[config.mk]
export PLATFORM = sky130hd
export DESIGN_NAME = micro_sequencer
export DESIGN_NICKNAME = d
export VERILOG_FILES = /design/src/rtl/uop_pkg.sv /design/src/rtl/micro_rom.sv /design/src/rtl/micro_sequencer.sv
export SDC_FILE = /design/constraint.sdc
export NUM_CORES = 1
export LEC_CHECK = 0
export ABC_CLOCK_PERIOD_IN_PS = 5400
export BUFFER_PORTS_ARGS = -buffer_cell sky130_fd_sc_hd__clkbuf_2
export CORE_MARGIN = 2
export CORE_UTILIZATION = 55
export DETAILED_ROUTE_END_ITERATION = 10
export PLACE_DENSITY = 0.78
export REMOVE_ABC_BUFFERS = 1
export SYNTH_ARGS = -nofsm -noshare
export SYNTH_HDL_FRONTEND = slang
export SYNTH_SLANG_ARGS = --single-unit
[constraint.sdc]
create_clock -name clk -period 5.4 [get_ports clk]
set_input_delay 1.08 -clock clk [delete_from_list [all_inputs] [get_ports clk]]
set_output_delay 1.08 -clock clk [all_outputs]
set_load 0.01 [all_outputs]
[src/rtl/uop_pkg.sv]
// Shared definitions for the micro-op sequencer: FSM states, opcodes, micro-op word layout.
package uop_pkg;

    localparam int unsigned REG_W     = 3;
    localparam int unsigned OP_W      = 4;
    localparam int unsigned SEL_W     = 3;
    localparam int unsigned UOP_W     = 14;

    localparam int unsigned SRC1_LSB  = 0;
    localparam int unsigned SRC2_LSB  = 3;
    localparam int unsigned DEST_LSB  = 6;
    localparam int unsigned OP_LSB    = 9;
    localparam int unsigned LAST_BIT  = 13;

    localparam int unsigned NUM_PROGS = 2;

    localparam logic [OP_W-1:0] OP_ADD = 4'h0;
    localparam logic [OP_W-1:0] OP_SUB = 4'h1;
    localparam logic [OP_W-1:0] OP_AND = 4'h2;

    typedef enum logic [2:0] {
        IDLE   = 3'd0,
        FETCH  = 3'd1,
        ISSUE  = 3'd2,
        WAIT   = 3'd3,
        FINISH = 3'd4
    } state_t;

    // Packs one ROM word as {last, opcode, dest, src2, src1}.
    function automatic logic [UOP_W-1:0] make_uop(
        input logic             last,
        input logic [OP_W-1:0]  op,
        input logic [REG_W-1:0] dest,
        input logic [REG_W-1:0] src2,
        input logic [REG_W-1:0] src1
    );
        return {last, op, dest, src2, src1};
    endfunction

    function automatic logic sel_valid(input logic [SEL_W-1:0] sel);
        return 32'(sel) < NUM_PROGS;
    endfunction

endpackage

[src/rtl/micro_rom.sv]
// Registered case-table micro-op program store, addressed by selector and step.
import uop_pkg::*;

module micro_rom #(
    parameter int unsigned STEP_W = 2
) (
    input  logic              clk,
    input  logic [SEL_W-1:0]  sel,
    input  logic [STEP_W-1:0] step,
    output logic [UOP_W-1:0]  word,
    output logic              valid
);

    always_ff @(posedge clk) begin
        valid <= sel_valid(sel);
        word  <= '0;
        case (sel)
            3'd0: begin
                if (step == STEP_W'(0))
                    word <= make_uop(1'b1, OP_ADD, 3'd3, 3'd2, 3'd1);
            end
            3'd1: begin
                if (step == STEP_W'(0))
                    word <= make_uop(1'b0, OP_SUB, 3'd4, 3'd2, 3'd1);
                else if (step == STEP_W'(1))
                    word <= make_uop(1'b1, OP_AND, 3'd5, 3'd3, 3'd4);
            end
            default: word <= '0;
        endcase
    end

endmodule

[src/rtl/micro_sequencer.sv]
// Steps through a stored micro-op program, issuing one WR strobe per step and
// waiting for DONE from the data path before advancing.
import uop_pkg::*;

module micro_sequencer #(
    parameter int unsigned MAX_STEPS = 4,
    parameter int unsigned TIMEOUT   = 16
) (
    input  logic             clk,
    input  logic             rst,
    input  logic             start,
    input  logic [SEL_W-1:0] c,
    input  logic             DONE,
    output logic [REG_W-1:0] src1,
    output logic [REG_W-1:0] src2,
    output logic [REG_W-1:0] dest,
    output logic [OP_W-1:0]  opcode,
    output logic             WR,
    output logic             busy,
    output logic             finished,
    output logic             error
);

    localparam int unsigned STEP_W = (MAX_STEPS > 1) ? $clog2(MAX_STEPS) : 1;
    localparam int unsigned WCNT_W = (TIMEOUT > 1) ? $clog2(TIMEOUT) : 1;

    state_t              state;
    logic [SEL_W-1:0]    sel_q;
    logic [STEP_W-1:0]   step_q;
    logic [WCNT_W-1:0]   wcnt;
    logic                last_q;

    logic [SEL_W-1:0]    rom_sel_c;
    logic [STEP_W-1:0]   rom_step_c;
    logic [UOP_W-1:0]    rom_word;
    logic                rom_valid;
    logic                prog_end_c;
    logic                advance_c;

    // ROM is addressed with next-cycle selector/step so the word is ready in FETCH.
    always_comb begin
        prog_end_c = last_q || (step_q == STEP_W'(MAX_STEPS - 1));
        advance_c  = ((state == ISSUE) || (state == WAIT)) && DONE && !prog_end_c;
        rom_sel_c  = sel_q;
        rom_step_c = step_q;
        if ((state == IDLE) && start) begin
            rom_sel_c  = c;
            rom_step_c = '0;
        end else if (advance_c) begin
            rom_step_c = step_q + STEP_W'(1);
        end
    end

    micro_rom #(
        .STEP_W (STEP_W)
    ) u_rom (
        .clk   (clk),
        .sel   (rom_sel_c),
        .step  (rom_step_c),
        .word  (rom_word),
        .valid (rom_valid)
    );

    always_ff @(posedge clk or posedge rst) begin
        if (rst) begin
            state    <= IDLE;
            sel_q    <= '0;
            step_q   <= '0;
            wcnt     <= '0;
            last_q   <= 1'b0;
            src1     <= '0;
            src2     <= '0;
            dest     <= '0;
            opcode   <= '0;
            WR       <= 1'b0;
            busy     <= 1'b0;
            finished <= 1'b0;
            error    <= 1'b0;
        end else begin
            sel_q    <= rom_sel_c;
            step_q   <= rom_step_c;
            WR       <= 1'b0;
            finished <= 1'b0;
            error    <= 1'b0;

            case (state)
                IDLE: begin
                    if (start) begin
                        if (sel_valid(c)) begin
                            state <= FETCH;
                            busy  <= 1'b1;
                        end else begin
                            error <= 1'b1;
                        end
                    end
                end

                FETCH: begin
                    if (rom_valid) begin
                        state  <= ISSUE;
                        WR     <= 1'b1;
                        src1   <= rom_word[SRC1_LSB +: REG_W];
                        src2   <= rom_word[SRC2_LSB +: REG_W];
                        dest   <= rom_word[DEST_LSB +: REG_W];
                        opcode <= rom_word[OP_LSB +: OP_W];
                        last_q <= rom_word[LAST_BIT];
                    end else begin
                        state <= IDLE;
                        busy  <= 1'b0;
                        error <= 1'b1;
                    end
                end

                ISSUE: begin
                    wcnt <= '0;
                    if (DONE) begin
                        if (prog_end_c) begin
                            state    <= FINISH;
                            finished <= 1'b1;
                        end else begin
                            state <= FETCH;
                        end
                    end else begin
                        state <= WAIT;
                    end
                end

                WAIT: begin
                    if (DONE) begin
                        if (prog_end_c) begin
                            state    <= FINISH;
                            finished <= 1'b1;
                        end else begin
                            state <= FETCH;
                        end
                    end else if (wcnt == WCNT_W'(TIMEOUT - 1)) begin
                        // No DONE within the budget: abandon the program.
                        state  <= IDLE;
                        busy   <= 1'b0;
                        error  <= 1'b1;
                        src1   <= '0;
                        src2   <= '0;
                        dest   <= '0;
                        opcode <= '0;
                        last_q <= 1'b0;
                    end else begin
                        wcnt <= wcnt + WCNT_W'(1);
                    end
                end

                FINISH: begin
                    state  <= IDLE;
                    busy   <= 1'b0;
                    src1   <= '0;
                    src2   <= '0;
                    dest   <= '0;
                    opcode <= '0;
                    last_q <= 1'b0;
                end

                default: begin
                    state <= IDLE;
                    busy  <= 1'b0;
                end
            endcase
        end
    end

endmodule
## After elaboration in Yosys (flattened, before gate mapping)

Index checks and enable logic that the tools add are counted.
W data, S select, Z words.

- Add/sub/neg operators: 2
- Magnitude comparators: 2
- Eq/ne operators: 16
- Muxes and demuxes: 48
- Bitwise logic cells: 1
- Reductions and logical operators: 16

Operators with widths:

| kind | number |
|---|---|
| $mux W14 | 3 |
| $mux W3 | 11 |
| $pmux W14 S2 | 1 |
| $pmux W3 S3 | 3 |
| $mux W4 | 5 |
| $mux W1 | 16 |
| $pmux W3 S4 | 1 |
| $pmux W4 S3 | 1 |
| $ne A2 B2 Y1 const B | 4 |
| $pmux W4 S2 | 1 |
| $eq A3 B1 Y1 const B | 2 |
| $eq A3 B2 Y1 const B | 2 |
| $logic_not A3 Y1 | 2 |
| $lt A3 B2 Y1 const B | 2 |
| $mux W2 | 3 |
| $ne A2 B1 Y1 const B | 3 |
| $pmux W1 S3 | 2 |
| $reduce_and A3 Y1 | 2 |
| $reduce_and A6 Y1 | 1 |
| $add A4 B1 Y4 const B | 1 |
| $eq A4 B4 Y1 const B | 1 |
| $pmux W1 S4 | 1 |
| $reduce_and A4 Y1 | 1 |
| $eq A3 B3 Y1 const B | 1 |
| other kinds (12) | 15 |

- Flip-flop bits (word level): 45
- Bits of input ports: 7
- Output and inout port bits: 17
- Logic and storage cells: 100

## Depth between registers and ports, before layout

- Depth in word-level cells: 10
- Mapped depth: 6
- Gate-level depth less buffers: 5

## Modules after synthesis

From an unflattened synthesis, not the netlist that was laid out.

- Cells, all modules: 171
- Area, all modules: 1759.2 um^2

Modules (own cells, without submodules):

| module | instances | cells each | area an instance (um^2) | seq. area each (um^2) |
|---|---|---|---|---|
| micro_sequencer | 1 | 144 | 1452.6 | 750.7 |
| micro_rom | 1 | 27 | 306.5 | 160.2 |

## Worst setup path before layout

OpenSTA, ideal clock, no wires.

- Kind: input to register
- Start: in start
- End: reg u_rom.word[4]
- Library setup time: 0.086 ns
- Arrival time: 2.347 ns
- Required time: 5.314 ns
- Setup slack: 2.967 ns
- Cell stages on the path: 5
- Buffers on the path: 1
- Cell sequence: nor4b_4 mux2_2 or2_1 buf_4 a211oi_1

- Elaborated cells on any way between the ends: 11
- Classes of those cells: eq/ne: 2; mux: 6; reduce/logical: 3

RTL lines:

| item | RTL line | source |
|---|---|---|
| start: declaration | micro_sequencer.sv:11 | `input logic start,` |
| $logic_and A1 B1 Y1 * | micro_sequencer.sv:46 | `if ((state == IDLE) && start) begin` |
| $mux W3 * | micro_sequencer.sv:46 |  |
| net rom_sel_c[1] | micro_sequencer.sv:33 | `logic [SEL_W-1:0] rom_sel_c;` |
| $eq A3 B1 Y1 / $logic_not A3 Y1 (equally long branches) | micro_rom.sv:17 | `case (sel)` |
| $pmux W14 S2 * | micro_rom.sv:17 |  |
| end signal: assignment | micro_rom.sv:20 | `word <= make_uop(1'b1, OP_ADD, 3'd3, 3'd2, 3'd1);` |
| end signal: assignment | micro_rom.sv:24 | `word <= make_uop(1'b0, OP_SUB, 3'd4, 3'd2, 3'd1);` |
| end signal: assignment | micro_rom.sv:26 | `word <= make_uop(1'b1, OP_AND, 3'd5, 3'd3, 3'd4);` |
| end: declaration | micro_rom.sv:10 | `output logic [UOP_W-1:0] word,` |

Mark *: on every way through the listed nets, which the timed path passes. The rest lies on a longest branch.
A chain may end at the register's enable or synchronous reset.

## Worst setup path in the final report

Ends and elaborated chain as after synthesis.

==> results.toml <==
[sta]
period_needed_ns = 2.32
finClkSkew_ns = 0.00598
hold_viol = 0
fmax_mhz = 430
whs_ns = 0.444
setup_viol = 0
finalSetupTns_ns = 0
layout_setup_ws_ns = 3.08
period_share = 0.431
worst_pin_slew_ns = 0.869
maxSlewHeadroom = 0.420
slew_viol_final = 0
rsz0062_at_grt = "no"

[drt]
antenna_left = 0
maxUsedRoutingLayer = "met4"
viasPerCell = 5.28
route.met2.wl_mm = 1.12
met1_length_mm = 1.16
wl_per_cell_um = 13.4
wl_met3_um = 134
drc = 0
drt_pass1_iterations = 4
wl_mm = 2.45
drtIter0Drc = 32
vias = 967

[die]
dieArea_sq_um = 3000
io_pins = 24
rows = 18
core_area_sq_um = 2450
initial_core_util = 0.577
chipWidth_um = 54.8
die_height_um = 54.8

[clock_network]
ctsHoldBuffers = 0
numCtsBuffers = 5
clock-root-buffer = "clkbuf_4"
cts_tree = "built"
insertion_delay_ns = 0.33
cts-htree-levels = 2
cts_buffer_depth = 2
post_cts_buffers = 0
cts.sinks = 31
postCtsResizedCells = 0
clkSlewWorstSetupHoldPaths_ns = 0.09

[setup_path]
path_buf_inv = 1
cp.required_ns = 5.65
rr_worst_depth = 4
cp.depth = 5
crit_arrival_ns = 2.58
cp-start-kind = "input port"
max_stage_delay_ns = 0.41
critPathSlowestCell = "nor4b_4"
critPathCaptureType = "register"
critPathMaxFanout = 8
cp_cell_sequence = "clkbuf_2 -> nor4b_4 -> mux2_2 -> or2_1 -> a211oi_1"
crit_type = "input port to register"
crit_family = "simple AND/OR/NAND/NOR gates"

[synthesis]
synth_commonest_cells = "23 x dfrtp_1, 13 x nand2_1, 12 x inv_1"
synth_top_area_share = 0.406
synthArstFlopShare = 0.742
synth_edf_count = 0
synth_area_leaders = "dfrtp_1 41%, dfxtp_1 11%, mux2i_1 5.6%"
seq_area_frac_synth = 0.519
synth_top_cell_by_area = "dfrtp_1"
ys.flop_type = "dfrtp_1"
synthDistinctLibCells = 42
synth_area_per_cell_sq_um = 10.5
yosysWarningCount = 0
netlist_area_sq_um = 1420
ys_ff_latch = 31
post-synth-top-count-cell = "dfrtp_1"
synthCells = 135

[worst_hold_path]
hold_path.class = "register to register"
hold_depth = 2

[final_layout]
nets = 161
drive_gt1_frac = 0.235
syn_to_final_growth_pct = 9.09
antennaDiodeCount = 0
finalInstanceArea_sq_um = 1550

[power]
power_leakage_uw = 0.000774
switching_power_uw = 303
pwr-share-clk = 0.187
intPower_uw = 515
fin_total_pwr_uw = 818
switching_share = 0.370
power_density_nw_per_um2 = 529
vdd_drop_max_uv = 307
p_comb_frac = 0.359
seqPwrFrac = 0.453

[flow_run]
drv_cap = 0

[placed_design]
post_dp_cell_area_sq_um = 1480
place_ws_ns = 2.73
io_buffers = 19
place_hpwl_mm = 1.75
gp_congestion = 0.822

[global_routing]
overflow = 0
grt_pass1_wl_mm = 4.03
grt_pass1_vias = 857
grtUsageTotal = 0.199
antenna_found_initial = 0
grt_max_degree = 24

[status]
status = "finished clean"
final cells by class:
type | instances | area [sq um]
multi-input combinational | 82 | 561
fill | 212 | 908
timing repair buffer | 19 | 95.1
clock buffer | 8 | 68.8
inverter | 13 | 48.8
tap | 30 | 37.5
sequential | 31 | 736
kinds of logic after synthesis:
family / after synthesis / synth area share
buf+inv: 25 / 0.0936
simple gates: 44 / 0.177
fa+ha+maj: 2 / 0.0176
flops: 31 / 0.519
xor+xnor: 1 / 0.00618
other cells: 1 / 0.00265
compound gates: 21 / 0.112
mux: 10 / 0.0724
layer usage:
metal,global-route usage,up-vias
li1,-,487
met1,0.278,446
met2,0.272,28
met3,0.0738,6
met4,0.0875,0
met5,0,-
worst min-delay path, cell delays in order, from the launching register on:
cell     delay, ns
dfxtp_1       0.31
nand2_1       0.05
mux2i_1       0.06
through the flow:
stage / std cells / util
floorplan: 126 / -
global placement: 175 / 0.602
detailed placement: 175 / 0.602
CTS: 183 / 0.630
global route: 183 / 0.630
finish: 183 / 0.630
power by group through the flow:
stage          sequential [uW]  clock (uW)  combinational, uW
3_5_place_dp               375           0                296
5_1_grt                    382         166                336
2_1_floorplan              382           0                193
6_report                   371         153                294
4_1_cts                    371         156                297
3_3_place_gp               372           0                284
placed cells by master, fill, tap and decap left out, types with 2 or more instances in the layout:
cell type | synthesis | layout
dfrtp_1 | 23 | 23
clkbuf_2 | 0 | 19
nand2_1 | 13 | 13
inv_1 | 12 | 12
mux2i_1 | 8 | 8
dfxtp_1 | 8 | 8
nand3_1 | 5 | 5
a21oi_1 | 5 | 5
clkbuf_4 | 0 | 5
nor2_1 | 4 | 4
nor2b_1 | 4 | 4
nor3_1 | 4 | 4
conb_1 | 1 | 4
nand2b_1 | 3 | 3
o21ai_0 | 2 | 2
a211oi_1 | 2 | 2
a31o_2 | 2 | 2
nand4_1 | 2 | 2
mux2_2 | 2 | 2
and3b_1 | 2 | 2
ha_1 | 2 | 2
clkbuf_8 | 0 | 2
worst paths after layout:
kind | startpoint | endpoint | slack, ns
min | u_rom.word[8] | dest[2] | 0.44
min reg2reg | u_rom.word[8] | dest[2] | 0.44
min in group asynchronous | rst | step_q[0] | 0.90
max | start | u_rom.word[4] | 3.08
max in group asynchronous | rst | wcnt[3] | 3.96
max reg2reg | state[0] | u_rom.word[4] | 3.22
sequential cells by signal, summed over array words and instances (netlist names), 2 cells and up:
| register | cells |
|---|---|
| step_q | 2 |
| u_rom.word | 7 |
| src2 | 2 |
| sel_q | 3 |
| dest | 3 |
| state | 3 |
| wcnt | 4 |
Power figures use the tool's default switching activity.
